**src/rtl/scale_arbiter.sv**
```systemverilog
// -----------------------------------------------------------------------------
// scale_arbiter
//
// Shares one pipelined scale unit between N_REQ requesters (attention heads).
// Requesters are granted round-robin. Once a requester starts a multi-beat row,
// it keeps the grant until its last beat. Every accepted beat is forwarded to
// the scale unit one cycle later. A tag {requester index, last} is queued for
// each beat, so every scale result can be routed back to the requester that
// sent it.
//
// Ports
//   clk              sole clock, rising edge
//   rst              synchronous active-high reset
//   req_valid[N]     per-requester beat valid
//   req_bar[N*W]     per-requester beat data, requester i at [i*W +: W]
//   req_last[N]      last beat of the requester's row
//   req_ready[N]     per-requester beat accept (combinational, at most one hot)
//   scale_in_bar     registered beat data to the scale unit
//   scale_in_valid   registered beat valid to the scale unit
//   scale_out_bar    scale unit result
//   scale_out_valid  scale unit result valid (pops one tag)
//   rsp_valid[N]     one-hot result valid to the owning requester
//   rsp_bar          result data, shared by all requesters
//   rsp_last         result is the last beat of its row
//   busy             row lock held or beats in flight
//   err_orphan       sticky: a result arrived while no tag was queued
//
// Handshake: a beat moves on a rising edge where req_valid[i] and req_ready[i]
// are both 1. req_ready never depends on anything but req_valid and registered
// state. Results carry no backpressure; requesters must always take rsp_valid.
// -----------------------------------------------------------------------------
module scale_arbiter #(
  parameter int N_REQ     = 4,
  parameter int DATA_W    = 64,
  parameter int TAG_DEPTH = 8
) (
  input  logic                    clk,
  input  logic                    rst,
  input  logic [N_REQ-1:0]        req_valid,
  input  logic [N_REQ*DATA_W-1:0] req_bar,
  input  logic [N_REQ-1:0]        req_last,
  output logic [N_REQ-1:0]        req_ready,
  output logic [DATA_W-1:0]       scale_in_bar,
  output logic                    scale_in_valid,
  input  logic [DATA_W-1:0]       scale_out_bar,
  input  logic                    scale_out_valid,
  output logic [N_REQ-1:0]        rsp_valid,
  output logic [DATA_W-1:0]       rsp_bar,
  output logic                    rsp_last,
  output logic                    busy,
  output logic                    err_orphan
);

  localparam int IDX_W = (N_REQ > 1) ? $clog2(N_REQ) : 1;
  localparam int PTR_W = (TAG_DEPTH > 1) ? $clog2(TAG_DEPTH) : 1;
  localparam int CNT_W = $clog2(TAG_DEPTH + 1);
  localparam int TAG_W = IDX_W + 1;

  typedef enum logic [0:0] {
    IDLE = 1'b0,
    LOCK = 1'b1
  } state_t;

  state_t             state, state_next;
  logic [IDX_W-1:0]   owner, owner_next;
  logic [IDX_W-1:0]   rr_ptr, rr_next;

  // Tag FIFO: each entry is {requester index, last}.
  logic [TAG_W-1:0]   tag_mem [TAG_DEPTH];
  logic [PTR_W-1:0]   wr_ptr, rd_ptr;
  logic [CNT_W-1:0]   count;
  logic               tag_full;
  logic               tag_empty;

  logic               grant_found;
  logic [IDX_W-1:0]   grant_idx;
  logic [IDX_W-1:0]   sel_idx;
  logic [DATA_W-1:0]  sel_bar;
  logic               sel_last;
  logic               xfer;
  logic               push;
  logic               pop;
  logic [TAG_W-1:0]   rd_tag;

  assign tag_full  = (count == CNT_W'(TAG_DEPTH));
  assign tag_empty = (count == '0);

  // Round-robin search: first valid requester after rr_ptr, wrapping.
  always_comb begin
    grant_found = 1'b0;
    grant_idx   = '0;
    for (int k = 1; k <= N_REQ; k++) begin
      if (!grant_found && req_valid[(int'(rr_ptr) + k) % N_REQ]) begin
        grant_found = 1'b1;
        grant_idx   = IDX_W'((int'(rr_ptr) + k) % N_REQ);
      end
    end
  end

  // While locked, the owner is the only candidate regardless of the search.
  assign sel_idx  = (state == LOCK) ? owner : grant_idx;
  assign sel_bar  = req_bar[int'(sel_idx)*DATA_W +: DATA_W];
  assign sel_last = req_last[sel_idx];
  assign xfer     = |(req_valid & req_ready);
  assign push     = xfer;
  assign pop      = scale_out_valid && !tag_empty;
  assign rd_tag   = tag_mem[rd_ptr];

  // FSM state register.
  always_ff @(posedge clk) begin
    if (rst) begin
      state  <= IDLE;
      owner  <= '0;
      rr_ptr <= IDX_W'(N_REQ - 1);
    end else begin
      state  <= state_next;
      owner  <= owner_next;
      rr_ptr <= rr_next;
    end
  end

  // FSM next state and grant outputs.
  always_comb begin
    state_next = state;
    owner_next = owner;
    rr_next    = rr_ptr;
    req_ready  = '0;

    // A full tag FIFO stalls everyone; reset holds everyone off as well.
    if (!rst && !tag_full) begin
      if (state == LOCK) begin
        req_ready[owner] = req_valid[owner];
      end else if (grant_found) begin
        req_ready[grant_idx] = 1'b1;
      end
    end

    if (xfer) begin
      case (state)
        IDLE: begin
          if (sel_last) begin
            rr_next = sel_idx;
          end else begin
            state_next = LOCK;
            owner_next = sel_idx;
          end
        end
        LOCK: begin
          if (sel_last) begin
            state_next = IDLE;
            rr_next    = owner;
          end
        end
        default: state_next = IDLE;
      endcase
    end
  end

  // Tag storage needs no reset; the pointers and count define its contents.
  always_ff @(posedge clk) begin
    if (push) begin
      tag_mem[wr_ptr] <= {sel_idx, sel_last};
    end
  end

  always_ff @(posedge clk) begin
    if (rst) begin
      wr_ptr <= '0;
      rd_ptr <= '0;
      count  <= '0;
    end else begin
      if (push) begin
        wr_ptr <= (wr_ptr == PTR_W'(TAG_DEPTH - 1)) ? '0 : wr_ptr + 1'b1;
      end
      if (pop) begin
        rd_ptr <= (rd_ptr == PTR_W'(TAG_DEPTH - 1)) ? '0 : rd_ptr + 1'b1;
      end
      case ({push, pop})
        2'b10:   count <= count + 1'b1;
        2'b01:   count <= count - 1'b1;
        default: count <= count;
      endcase
    end
  end

  // Registered datapath toward the scale unit and back to the requesters.
  always_ff @(posedge clk) begin
    if (rst) begin
      scale_in_valid <= 1'b0;
      scale_in_bar   <= '0;
      rsp_valid      <= '0;
      rsp_bar        <= '0;
      rsp_last       <= 1'b0;
      err_orphan     <= 1'b0;
    end else begin
      scale_in_valid <= xfer;
      if (xfer) begin
        scale_in_bar <= sel_bar;
      end
      if (pop) begin
        rsp_valid <= N_REQ'(1) << rd_tag[TAG_W-1:1];
        rsp_bar   <= scale_out_bar;
        rsp_last  <= rd_tag[0];
      end else begin
        rsp_valid <= '0;
        rsp_last  <= 1'b0;
      end
      if (scale_out_valid && tag_empty) begin
        err_orphan <= 1'b1;
      end
    end
  end

  assign busy = (state == LOCK) || !tag_empty;

endmodule

```
**config.mk**
```make
export PLATFORM = sky130hd
export DESIGN_NAME = scale_arbiter
export DESIGN_NICKNAME = d
export VERILOG_FILES = /design/src/rtl/scale_arbiter.sv
export SDC_FILE = /design/constraint.sdc
export NUM_CORES = 1
export LEC_CHECK = 0
export ABC_AREA = 1
export BUFFER_PORTS_ARGS = -buffer_cell sky130_fd_sc_hd__buf_2
export CAP_MARGIN = 20
export CORE_AREA = 2 2 185 187
export DETAILED_ROUTE_END_ITERATION = 7
export DIE_AREA = 0 0 187 189
export GPL_TIMING_DRIVEN = 1
export PLACE_DENSITY_LB_ADDON = 0.1
export SYNTH_ARGS = -nofsm -noshare
export SYNTH_HDL_FRONTEND = slang
export SYNTH_SLANG_ARGS = --single-unit
```
**constraint.sdc**
```tcl
create_clock -name clk -period 3.6 [get_ports clk]
set_input_delay 0.18 -clock clk [delete_from_list [all_inputs] [get_ports clk]]
set_output_delay 0.18 -clock clk [all_outputs]
set_load 0.02 [all_outputs]
```
Word level (Yosys, flattened, before mapping)
Memories as Yosys holds them, arrays and structs flattened. A register that Yosys moved wholly into a read port is not among the register bits.
Index checks and enable logic that the tools add are counted.

storage, ports and cells
  word-level logic and storage cells = 116
  output and inout bits = 140
  memories kept = 1
  memory bits (read-only) = 0
  bits in registers = 150
  RAM bits = 24
  bits in latches = 0

memories
  memory   words  width  rd ports  clocked after memory_dff  write ports  RTL line  source
  tag_mem  8      3      1         1                         1            69        logic [TAG_W-1:0] tag_mem [TAG_DEPTH];

cells by class
  shift operators = 2
  divide/modulo/power cells = 0
  multipliers = 0
  multiplexer cells = 43
  equal/unequal tests = 7
  bitwise gates (word level) = 9
  reductions and logical operators = 25
  $lt $le $gt $ge = 9
  add/subtract/negate cells = 8

operators with widths
  kind                   number
  $shiftx A256 B9 Y64    1
  $mux W1                19
  $lt A3 B4 Y1 const B   4
  $mux W2                7
  $bmux W1 S2            6
  $mux W3                4
  $mux W4                3
  $reduce_or A2 Y1       5
  $lt A2 B3 Y1 const B   3
  $and A4 B4 Y4          2
  $logic_and A1 B1 Y1    8
  $pmux W4 S2            1
  $add A3 B1 Y3 const B  2
  $eq A3 B3 Y1 const B   2
  $logic_not A1 Y1       6
  $reduce_and A3 Y1      2
  $add A2 B1 Y2 const B  2
  $add A2 B2 Y2 const B  2
  $add A4 B1 Y4 const B  1
  $and A1 B1 Y1 const A  4
  $demux W1 S2           2
  $eq A4 B4 Y1 const B   1
  $ge A2 B1 Y1 const B   2
  $logic_not A4 Y1       1
  11 further kinds       13

Logic depth before layout (Yosys ltp)
Gate-level depths: netlist (run 1).

  word-level depth = 27
  depth in mapped cells = 24

Worst setup path after synthesis (run 1)
No wires, ideal clock.

  path type = register to register
  start point = register rr_ptr[0]
  end point = register count[3]
  cell stages (with the launch flop) = 25
  arrival time = 2,727 ps
  period minus slack after synthesis = 2,847 ps
  slack = 753 ps
  path through = dfxtp_1 > buf_4 > nand2_1 > nand2_1 > nand2_2 > nand2_2 > inv_2 > nand2_2 > nand2_2 > nand3_1 > nand2_1 > nand3_1 > nand2_2 > nor2_4 > buf_2 > ha_1 > ha_1 > nand2_1 > nor2_1 > a211oi_1 > nor2_1 > nor2_1 > nand2_1 > o21ai_0 > a21oi_1

on the way
  longest elaborated chain between the ends = 25
  elaborated cells on any way between the ends = 44
  those cells by class = add/sub: 4; order compare: 2; eq/ne: 2; mux: 26; bitwise: 1; reduce/logical: 9

RTL lines
  what                                                      RTL line  source
  from (decl)                                               66        logic [IDX_W-1:0] rr_ptr, rr_next;
  from (signal assigned)                                    114       rr_ptr <= IDX_W'(N_REQ - 1);
  from (signal assigned)                                    118       rr_ptr <= rr_next;
  $add A2 B1 Y2                                             93, 95
  $bmux W1 S2                                               93        if (!grant_found && req_valid[(int'(rr_ptr) + k) % N_REQ]) begin
  $mux W1 (implied by the code) (2 in a row)                93
  $mux W1                                                   93
  $logic_not A1 Y1                                          93
  $logic_and A1 B1 Y1                                       93
  $mux W1                                                   93
  $logic_not A1 Y1                                          93
  [8 not listed]                                            -
  $demux W1 S2                                              134       req_ready[grant_idx] = 1'b1;
  $mux W4 *                                                 133       end else if (grant_found) begin
  $mux W4 *                                                 131       if (state == LOCK) begin
  $mux W4 *                                                 130       if (!rst && !tag_full) begin
  $and A4 B4 Y4 *                                           104       assign xfer = |(req_valid & req_ready);
  $reduce_or A4 Y1 *                                        104
  $eq A2 B1 Y1 / $eq A2 B2 Y1 (equally long branches)       178       case ({push, pop})
  $pmux W4 S2 / $reduce_bool A2 Y1 (equally long branches)  -
  to (signal assigned)                                      179       2'b10: count <= count + 1'b1;
  to (signal assigned)                                      180       2'b01: count <= count - 1'b1;
  to (signal assigned)                                      181       default: count <= count;
  to (decl)                                                 71        logic [CNT_W-1:0] count;

Mark *: on every way between the ends. The rest lies on a longest branch, timed or not. The select of a mux whose other input is x is not followed.
A chain may end at the register's enable or synchronous reset.

Worst setup path in the final report (run 1)
Ends and elaborated chain as after synthesis.

==> impl_summary.md, run 1 <==
Floorplan
The core area is 33300 sq um. The number of top-level pins is 471. The die height is 189 microns.

Measured along the x axis, the die boundary spans 187 microns. The number of placement rows is 67. The overall die area is 35300 sq um. Once the floorplan was initialized, standard cells occupied 26.1% of the core.

Global route
The number of antenna violations at the first check in global routing is 7. Entering global routing, the biggest net connects 101 pins. The global-route congestion overflow total is 0. The via count of the first global-routing pass is 9839. The wire length of the first global-routing pass is 53300 microns. The global routing usage summed across all routing layers is 19.1%.

Timing
The final count of hold timing violations came to 0. The final critical path takes up 84.5% of the cycle. For the pin with the worst max-slew slack, the measured transition is 0.856 ns. The clock arrives with 0.0100 ns of skew. For this run, the top clock speed supported by timing is 0.329 GHz. Setup violations remaining at the end of the flow were counted as 0. After routing, the total negative slack on setup checks comes to 0 ns. On the final layout, the worst hold slack is 0.128 ns. The final-report max-slew violation count came to 0. The worst pin sits at a relative slew slack of 42.9%.

Setup repair after global routing left no endpoint under its margin. Subtracting the final worst setup slack from the clock period gives 3.04 ns.

Setup path
The maximum fanout encountered on the critical timing path is 11. In this design, the stage delay of the slowest critical-path cell is 0.45 ns. For the worst setup path, the data required time is 3.92 ns. The worst setup path is launched from a register. The signal on the critical path passes through inv_2 -> nand2_1 -> nand2_1 -> nand2_1 -> nand2_1 -> nand2_1 -> nand2_2 -> nor2_2 -> nand2_2 -> nand3_4 -> nand3_1 -> nand2_2 -> nor2_4 -> ha_1 -> ha_1 -> nand2_1 -> nor2_1 -> a211oi_1 -> nor2_1 -> nor2_1 -> nand2_1 -> o21ai_0 -> a21oi_1. Among all stages on the critical path, the largest delay is contributed by dfxtp_2. Data arrives at the worst endpoint at 3.36 ns.

The critical path start-end classification is register to register. The type of destination of the critical path is a register. In this design, the critical path's most frequently occurring cell is nand2_1.

Logic synthesis
The synthesized netlist contains 36 unique library cells. Each instance of the synthesized netlist takes up on average 7.04 sq um. The cell type with the largest total area after synthesis is dfxtp_1.

Synthesis produced 1233 cells. In the post-synthesis netlist, the biggest area contributors are dfxtp_1, nor2_1, o21ai_0. The Yosys step of the flow raised 0 warnings. The cell area after technology mapping is 8680 sq um.

The number of nets in the synthesized netlist is 1572. The area share of the leading cell type in the synthesized netlist is 35.3%. The sequential cell area fraction in the yosys report is 43.6%. In this run, synthesis produced a sequential element count of 177.

Cells and area
In the layout the commonest cells are buf_2, nor2_1, o21ai_0, dfxtp_1, nand2_1. The post-route netlist has 32.0% of its cells at a drive strength greater than 1. The final layout contains 2057 nets.

The leading cell type in the layout, fill and taps excluded is buf_2. The area growth from synthesis to layout is 44.7%. Fill cells in the final layout number 3655.

CTS
The TritonCTS clock tree is yes. The worst-case clock buffer depth is 2. The number of buffers created by CTS is 17. The H-tree was split into 4 levels. The number of sinks on the clock net is 177. In this run the clock root is driven by a clkbuf_16.

The clock edge transition at the registers on the reported setup and hold paths is 0.07 ns. The later pin in the worst-skew pair is clocked with a latency of 0.43 ns.

Place
The count of buffers added on input and output ports is 470. The HPWL after detailed placement is 25800 microns. At the end of routability-driven placement, the weighted congestion stood at 0.869.

Outcome
The run finished with clean final reports.

Worst hold path
The class of the worst hold path is primary input to register.

Drt
The via density per instance is 4.54. After detailed routing, the average wire length per cell comes to 15.9 microns. The count of antenna-violating nets left after detailed routing is 0. The DRC violations left is 0. The overall routed net length is 34800 microns. Before antenna repair, the detailed router went through 5 iterations. The via count is 9920. The iteration-0 DRC count of the detailed router is 563.

Pwr
The total power density per cell area is 1000 nW/um^2. The leakage component of the power is 0.00611 uW. VDD sags by at most 0.532 mV.

Job
The number of max-cap violations is 0.
==> cells in the mapped netlist (all sizes together) <==
library cell / n
a211oi: 1
o211ai: 9
nor3: 5
buf: 49
ha: 7
a21boi: 1
nand4: 1
dfxtp: 153
o21ai: 263
clkbuf: 40
xnor2: 1
a31oi: 1
a21oi: 31
o22ai: 60
o211a: 1
inv: 60
fa: 1
nor2: 395
edfxtp: 24
nand3: 27
clkinv: 1
nand2: 102
==> metal layers <==
metal	vias up	track usage, %	wire (microns)
li1	5068	-	-
met2	332	33.2	17100
met1	4467	22.0	14100
met3	51	5.62	2350
met5	-	0	13
met4	2	7.57	1110
==> kinds of logic (layout without fill, tap and decap cells) <==
logic type      count (synthesis)  after routing  synth area share [%]
compound gates                367            367                  22.5
xor+xnor                        1              1                 0.101
fa+ha+maj                       8              8                  1.24
buf+inv                       150            647                  8.15
flops                         177            177                  43.6
other cells                     0              5                     0
simple gates                  530            530                  24.4
==> path summary, 6_finish.rpt <==
kind	startpoint	to	slack [ns]	depth (start not counted)
min reg2reg	err_orphan	err_orphan	0.45	2
max	rr_ptr[0]	count[3]	0.56	23
min	rst	count[1]	0.13	2
max reg2reg	rr_ptr[0]	count[3]	0.56	23
==> repair_timing <==
| item | in CTS | in global routing |
|---|---|---|
| setup buffers | 0 | 0 |
| endpoints found under the setup margin | 0 | 1 |
| gates resized for setup | 0 | 1 |
| endpoints found under the hold margin | 65 | 0 |
| hold buffers | 65 | 0 |
==> critical path, delay by kind of cell (launching register included) <==
kind | cells | cell delay (ns)
buffers and inverters | 1 | 0.14
AND/OR/NAND/NOR | 17 | 1.35
flip-flops | 1 | 0.45
adder cells (fa/ha/maj) | 2 | 0.55
AO/OA/AOI/OAI | 3 | 0.44
==> power by group <==
part	internal, uW	switching [uW]	total (uW)
clock	917	887	1800
combinational	2410	5250	7660
sequential	2770	317	3090
total	6100	6460	12600
==> flip-flops by register name (all words and copies together) (netlist names), named ones only <==
register,count
rsp_last,1
owner,2
count,4
state,1
wr_ptr,3
err_orphan,1
tag_mem,24
rd_ptr,3
rsp_valid,4
scale_in_bar,64
rsp_bar,64
rr_ptr,2
scale_in_valid,1
==> cell type report <==
type / count / area (sq um) / area share (%)
flip-flops and latches: 177 / 3780 / 30.2
clock inverters: 14 / 146 / 1.17
well taps: 448 / 561 / 4.47
clock buffers: 17 / 425 / 3.39
diodes: 5 / 12.5 / 0.0997
inverters: 61 / 233 / 1.85
repair buffers: 555 / 3190 / 25.4
multi-input cells: 906 / 4200 / 33.5
==> metrics by stage <==
stage                     instance area, sq um  instances  utilization, %  total power, uW  setup slack, ns
after global routing                     12500       2181            37.7            13700            0.163
after floorplan                           8680       1233               -             8640            0.753
after detailed placement                 11300       2082            34.0            10900            0.389
after CTS                                12500       2178            37.7            12800            0.382
after global placement                   11300       2082            34.0            10800            0.481
final                                    12600       2183            37.7            12600            0.558
Note: power is estimated with default switching activity, not from simulation.
==> run 2, diff against run 1 <==
Settings changed: CORE_AREA 2 2 185 187 to 2 2 182 184, DIE_AREA 0 0 187 189 to 0 0 184 186.
Clock period 3.6 ns to 2.7 ns, I/O delays scaled along.
==> run 2 against run 1 <==
Against the previous run:
- global-route usage up 0.85 points
- sequential share of layout area down 1.3 points
- first-iteration DRC count down 18%
- clock power up 44%
- clock skew up 0.0014 ns
- register-to-register slack worse by 0.52 ns
- largest cell class unchanged
- core utilization up 3.1 points
- design area up 4.8%
- die area down 3.2%
- sequential cell count unchanged
- wire length up 3.9%
==> impl_summary.md, run 2 (same netlist as run 1, synthesis figures left out) <==
Setup path
The worst path required time is 3.03 ns (-0.89 ns). The critical path start-end classification is register to register. The worst endpoint data arrival time is 2.99 ns (-0.37 ns). STA classifies the critical path startpoint as a register. The maximum fanout encountered on the critical timing path is 6 (-5). The reg2reg setup slack is 0.04 ns (-0.52 ns).

The type of destination of the critical path is a register. The end of the worst register-to-register path is count[3]. The number of cell instances on the worst register-to-register path is 21 (-8.7%). In this run the critical register-to-register path is launched from rr_ptr[1].

Cells and area
In the layout the commonest cells are buf_2, nor2_1, o21ai_0, dfxtp_1, nand2_1. The number of nets in the finished design was 2090 (+1.6%). The library cell used most frequently in the layout, excluding fill and tap cells, is buf_2. The share of layout cells above drive strength 1 is 35.8% (+3.9 points). The number of fill cells in the layout is 3441 (-5.9%). In the final layout, the registers with the most flip-flops are rsp_bar x64, scale_in_bar x64, tag_mem x24.

The signed area change from the synthesized netlist to the final layout is 51.7%.

Pwr
The worst-case vdd ir drop is 0.680 mV (+28%). The total design power came to 18200 uW (+45%). The total power density per cell area was 1380 nW/um^2 (+38%). The leakage component of the power is 0.00637 uW (+4.3%).

Worst hold path
The number of stages on the worst hold path is 5 (+3). The endpoint of the worst hold path is scale_in_bar[7]. The start point of the worst min-delay path is req_bar[71].

In this run the worst hold path is classified as primary input to register.

Timing
The count of final setup violators was 0 (unchanged). The worst slew margin relative to its limit came to 47.2% (+4.2 points). The final-report max-slew violation count is 0 (unchanged). The worst hold slack after final layout is 0.0890 ns (-0.0391 ns). The maximum clock rate is 0.375 GHz (+14%). The worst clock skew is 0.0115 ns (+0.00144 ns). The minimum clock period after layout is 2.66 ns (-0.379 ns). The slew at the pin with the worst max-slew slack is 0.792 ns (-0.0636 ns). The post-route fraction of the period consumed by the critical path is 98.6% (+14 points). Setup repair after global routing could not meet its margin everywhere. The final count of hold timing violations is 0 (unchanged).

The worst setup slack after layout was 0.0365 ns (-0.521 ns).

Floorplan
The overall die area is 34200 sq um (-3.2%). The starting density of the core is 26.9% (+0.87 points). The die height is 186 microns (-1.6%). The core area is 32200 sq um (-3.2%). The number of placement rows is 66 (-1.5%).

The number of top-level pins is 471 (unchanged). The die width is 184 microns (-1.6%).

CTS
The worst-case clock buffer depth is 2 (unchanged). The TritonCTS clock tree is yes. The number of buffers created by CTS is 17 (unchanged). The clock edge transition at the registers on the reported setup and hold paths is 0.08 ns (about the same). The number of sinks on the clock net is 177 (unchanged). The source-to-sink clock delay at the later pin of the worst-skew pair is 0.43 ns (about the same). Clock tree synthesis selected as its root buffer the cell clkbuf_16. The number of levels in the clock H-tree is 4 (unchanged).

Drt
The overall routed net length was 36100 microns (+3.9%). The routed length per instance is 16.6 microns (+4.2%). The detailed-router iteration count before antenna repair is 4 (-1). The DRC violations left is 0 (unchanged).

The via count is 10.3k (+3.5%). The iteration-0 DRC count of the detailed router is 461 (-18%). The count of antenna-violating nets left after detailed routing is 0 (unchanged). The via density per instance is 4.72 (+3.8%).

Global route
The global-route congestion overflow total is 0 (unchanged). The wire length of the first global-routing pass was 53200 microns (-0.19%). The global routing usage summed across all routing layers is 19.9% (+0.85 points). The number of antenna violations at the first check in global routing is 11 (+4). The largest net degree at the start of global routing is 90 (-11%).

The via count of the first global-routing pass was 9898 (+0.60%).

Place
The routability congestion estimate came to 0.821 (-5.5%). The post-detailed-placement half-perimeter wirelength is 26500 microns (+2.9%). The post-placement setup slack is -0.132 ns (-0.521 ns).

The quantity of I/O buffers inserted on ports is 470 (unchanged).

Outcome
The run finished with clean final reports.

Job
The number of max-cap violations came to 0 (unchanged).
-- run 2: power by group --
group / internal [uW] / switching [uW]
Sequential: 3690 / 431
Combinational: 4040 / 7440
Clock: 1280 / 1300
Total: 9010 / 9180
-- run 2: final cells by class --
| type | instances | area (sq um) | area share (%) |
|---|---|---|---|
| multi-input cells | 906 | 4430 | 33.7 |
| flip-flops and latches | 177 | 3790 | 28.8 |
| repair buffers | 588 | 3550 | 27.0 |
| well taps | 408 | 510 | 3.88 |
| clock buffers | 17 | 425 | 3.23 |
| inverters | 61 | 243 | 1.84 |
| clock inverters | 15 | 193 | 1.46 |
| diodes | 5 | 12.5 | 0.0951 |
-- run 2: how the worst max path moves through the flow --
stage                     cells after the start  endpoint      start  slack (ns)
after floorplan                              24  count[3]  rr_ptr[0]        0.04
after global placement                       23  count[3]  rr_ptr[0]       -0.02
after detailed placement                     23  count[3]  rr_ptr[0]       -0.13
after CTS                                    22  count[3]  rr_ptr[0]       -0.03
after global routing                         21  count[3]  rr_ptr[0]       -0.14
final                                        21  count[3]  rr_ptr[1]        0.04
-- run 2: layer usage --
layer / wire [microns] / global-route usage (%)
met5: 66 / 0
met2: 18300 / 35.3
met4: 970 / 7.17
met1: 14700 / 23.4
met3: 2130 / 4.95
-- run 2: repair_timing --
item                                   in CTS  in global routing
setup endpoints to repair                   2                 72
hold buffers                               65                  0
pin swaps                                  17                 27
endpoints found under the hold margin      65                  0
buffers inserted                            8                  6
resized for setup                          22                 52
cloned                                      0                  2
-- run 2: per-stage QoR --
step / util [%] / instance area (sq um) / instances / TNS, ns
after detailed placement: 35.6 / 11500 / 2059 / -0.132
after CTS: 40.0 / 12900 / 2164 / -0.0347
after global routing: 40.8 / 13200 / 2175 / -0.359
final: 40.9 / 13200 / 2177 / 0
after global placement: 35.6 / 11500 / 2059 / -0.0183
after floorplan: - / 8710 / 1233 / 0
-- run 2: critical path, stage by stage (launching register included) --
cell      delay, ns
dfxtp_4        0.38
buf_4          0.14
nand2_2        0.06
nand2_2        0.08
nand2_4        0.08
a21boi_2       0.17
nand2_1        0.09
inv_2          0.07
nand3_2        0.09
nand3_2        0.14
nand2_4        0.07
nor2_4         0.14
ha_4           0.18
ha_4           0.22
nand2_2        0.07
nor2_2         0.04
a211oi_2       0.18
nor2_1         0.06
nor2_1         0.08
nand2_1        0.07
o21ai_1        0.12
a21oi_1        0.05
==> run 3, diff against run 2 <==
==> constraint.sdc (replaced) <==
create_clock -name clk -period 2.7 [get_ports clk]
set_input_delay 0.27 -clock clk [delete_from_list [all_inputs] [get_ports clk]]
set_output_delay 0.27 -clock clk [all_outputs]
set_load 0.02 [all_outputs]
==> run 3 against run 2 <==
Against the previous run:
- register-to-register slack worse by 0.03 ns
- design area fell by 5.8%
- sequential share of layout area is 1.8 points higher
- final cell count decreased by 3.3%
- combinational power decreased by 3%
- clock skew grew 0.0044 ns
- non-clock buffer count is 74 lower
- critical endpoint unchanged
- largest power group unchanged
==> impl_summary.md, run 3 (same netlist as run 1, synthesis figures left out) <==
Global route
The global routing usage summed across all routing layers is 19.5% (-0.42 points). The largest net degree at the start of global routing was 88 (-2.2%). The wire length of the first global-routing pass was 51600 microns (-3.0%). The via count of the first global-routing pass is 9492 (-4.1%). The number of antenna violations at the first check in global routing is 12 (+1). The global-route congestion overflow total came to 0 (unchanged).

Setup path
STA classifies the critical path startpoint as a register. The end of the worst register-to-register path is count[3]. The worst path required time is 3.03 ns (about the same). On the critical path, the stage with the largest delay is an instance of dfxtp_4. The delay contributed by the slowest stage of the critical path is 0.37 ns (about the same). Walking the worst path, the cells encountered are buf_6 -> nand2_2 -> nand2_2 -> nand2_4 -> nand2_4 -> nor2_4 -> nand3_2 -> nand2_2 -> nand3_4 -> nand3_4 -> nand2_4 -> nor2_4 -> ha_4 -> ha_4 -> nand2_2 -> nor2_2 -> a211oi_2 -> nor2_1 -> nor2_1 -> nand2_1 -> o21ai_1 -> a21oi_1. The maximum fanout encountered on the critical timing path came to 7 (+1). The worst register-to-register path begins at rr_ptr[0].

The critical path start-end classification is register to register. The cell type with the highest occurrence count on the critical path is nand2_2. The number of cell instances on the worst register-to-register path was 22 (+4.8%).

The worst endpoint data arrival time is 3.02 ns (+0.03 ns). The worst setup path is captured at a register. The reg2reg setup slack was 0.01 ns (-0.03 ns).

Drt
The DRC violations left was 0 (unchanged). The overall routed net length is 35000 microns (-3.1%). The detailed-router iteration count before antenna repair is 4 (unchanged). The routed length per instance is 16.6 microns (+0.21%). The via count is 9900 (-3.6%).

The count of antenna-violating nets left after detailed routing is 0 (unchanged). The iteration-0 DRC count of the detailed router is 395 (-14%). The via density per instance is 4.70 (-0.28%).

Timing
The final count of hold timing violations is 0 (unchanged). The minimum clock period after layout is 2.69 ns (+0.0268 ns). The slew at the pin with the worst max-slew slack was 0.785 ns (-0.00692 ns). The worst slew margin relative to its limit is 47.6% (+0.46 points). The count of final setup violators is 0 (unchanged). The maximum clock rate is 0.372 GHz (-1.0%). The worst setup slack after layout is 0.00976 ns (-0.0268 ns). The worst clock skew is 0.0158 ns (+0.00439 ns). The final-report max-slew violation count is 0 (unchanged). Setup repair after global routing could not meet its margin everywhere. The post-route fraction of the period consumed by the critical path is 99.6% (+0.99 points).

Cells and area
The final core area utilization is 38.5% (-2.4 points). The storage element area came to 3790 sq um (unchanged). The total area of multi-input combinational cells is 4400 sq um (-0.71%). The top cell types in the final layout, fill and taps aside, are buf_2, nor2_1, o21ai_0, dfxtp_1, nand2_1. The number of fill cells in the layout is 3558 (+3.4%).

The largest registers in the layout are rsp_bar x64, scale_in_bar x64, tag_mem x24. The share of layout cells above drive strength 1 is 36.3% (+0.44 points). The library cell used most frequently in the layout, excluding fill and tap cells, is buf_2. The area growth from synthesis to layout is 42.9%.

The number of nets in the finished design came to 2016 (-3.5%).

Pwr
The total net switching power is 9040 uW (-1.5%). The net switching fraction of the power is 50.7% (+0.23 points). The internal portion of total power is 8800 uW (-2.4%). The total power density per cell area is 1440 nW/um^2 (+4.1%).

The leakage component of the power is 0.00604 uW (-5.2%). The portion of total power attributed to combinational logic is 62.5% (-0.6 points). The share of power burned in registers is 23.1% (+0.4 points).

The portion of total power attributed to the clock network is 14.5% (+0.3 points). The total design power was 17800 uW (-1.9%). The worst-case vdd ir drop is 0.563 mV (-17%).

Outcome
The run finished with clean final reports.

Place
The post-placement setup slack is -0.132 ns (+0.000213 ns). The routability congestion estimate is 0.817 (-0.44%). The quantity of I/O buffers inserted on ports is 470 (unchanged). The post-detailed-placement half-perimeter wirelength is 26500 microns (about the same).

Floorplan
The core area is 32200 sq um (unchanged). The starting density of the core is 26.9% (unchanged). The number of top-level pins is 471 (unchanged). The die height is 186 microns (unchanged). The overall die area is 34200 sq um (unchanged). The number of placement rows is 66 (unchanged). The die width came to 184 microns (unchanged).

Worst hold path
The class of the worst hold path is primary input to register. The worst hold path terminates at rsp_bar[9]. The number of stages on the worst hold path is 3 (-2). The startpoint identified for the worst hold timing path is scale_out_bar[9].

CTS
The TritonCTS clock tree is yes. The number of buffers created by CTS came to 17 (unchanged). The root buffer cell chosen for the clock tree is clkbuf_16. The number of sinks on the clock net was 177 (unchanged).

The source-to-sink clock delay at the later pin of the worst-skew pair is 0.44 ns (about the same). The number of levels in the clock H-tree came to 4 (unchanged). The clock edge transition at the registers on the reported setup and hold paths was 0.08 ns (about the same). The worst-case clock buffer depth is 2 (unchanged).

Job
The number of max-cap violations was 0 (unchanged).
run 3: cell types whose count changed in the layout (fill, tap and decap cells not counted), sizes merged:
cell         previous run  this run
dlygate4sd3            65         0
buf                   521       513
clkinv                  6        10
inv                    69        66
diode                   5         7
clkbuf                 19        18
clkinvlp                1         0
run 3: area by class of cell:
class,instances,share of cell area (%)
Antenna cell,7,0.141
Clock buffer,17,3.43
Clock inverter,15,1.65
Inverter,61,1.96
Multi-Input combinational cell,906,35.5
Sequential cell,177,30.6
Tap cell,408,4.12
Timing Repair Buffer,514,22.6
run 3: layer usage:
metal	track usage [%]	share of wire, %	vias up
met5	0	0.20	-
met4	8.93	3.5	10
met3	4.91	6.3	69
met2	34.1	50	315
met1	22.5	40	4508
li1	-	-	4998
run 3: repair_timing:
item / CTS / global route
resized for setup: 15 / 46
setup buffers: 2 / 3
hold buffers: 0 / 0
gates cloned: 0 / 1
setup endpoints to repair: 14 / 25
pin swaps: 8 / 10
run 3: worst max-delay path: cells and delay by family, from the launching register on:
family          cells  cell delay, ns
fa+ha+maj           2            0.40
flops               1            0.37
buf+inv             1            0.14
simple gates       16            1.35
compound gates      3            0.34
run 3: stage by stage:
stage / TNS, ns / hold WS, ns / instance area (sq um) / std cells
3_5_place_dp: -0.932 / 0.440 / 11500 / 2060
2_1_floorplan: 0 / 0.339 / 8710 / 1233
3_3_place_gp: -0.0467 / 0.441 / 11500 / 2060
5_1_grt: -0.268 / 0.0332 / 12400 / 2102
4_1_cts: -0.00963 / 0.0203 / 12200 / 2094
6_report: 0 / 0.0467 / 12400 / 2105
run 3: worst max-delay path by stage:
stage	startpoint	endpoint	slack, ns	cells after the start
final	rr_ptr[0]	count[3]	0.01	22
after global placement	rr_ptr[0]	count[3]	-0.05	23
after CTS	rr_ptr[0]	count[3]	-0.01	23
after floorplan	rr_ptr[0]	count[3]	0.04	24
after global routing	rr_ptr[0]	count[3]	-0.19	22
after detailed placement	rr_ptr[0]	count[3]	-0.13	23
run 3: power by group through the flow:
stage	combinational, uW	sequential [uW]	clock (uW)
detailed placement	10700	4160	0
finish	11100	4120	2580
CTS	10800	4120	2680
global route	12400	4240	2780
floorplan	6660	4950	0
global placement	10700	4160	0
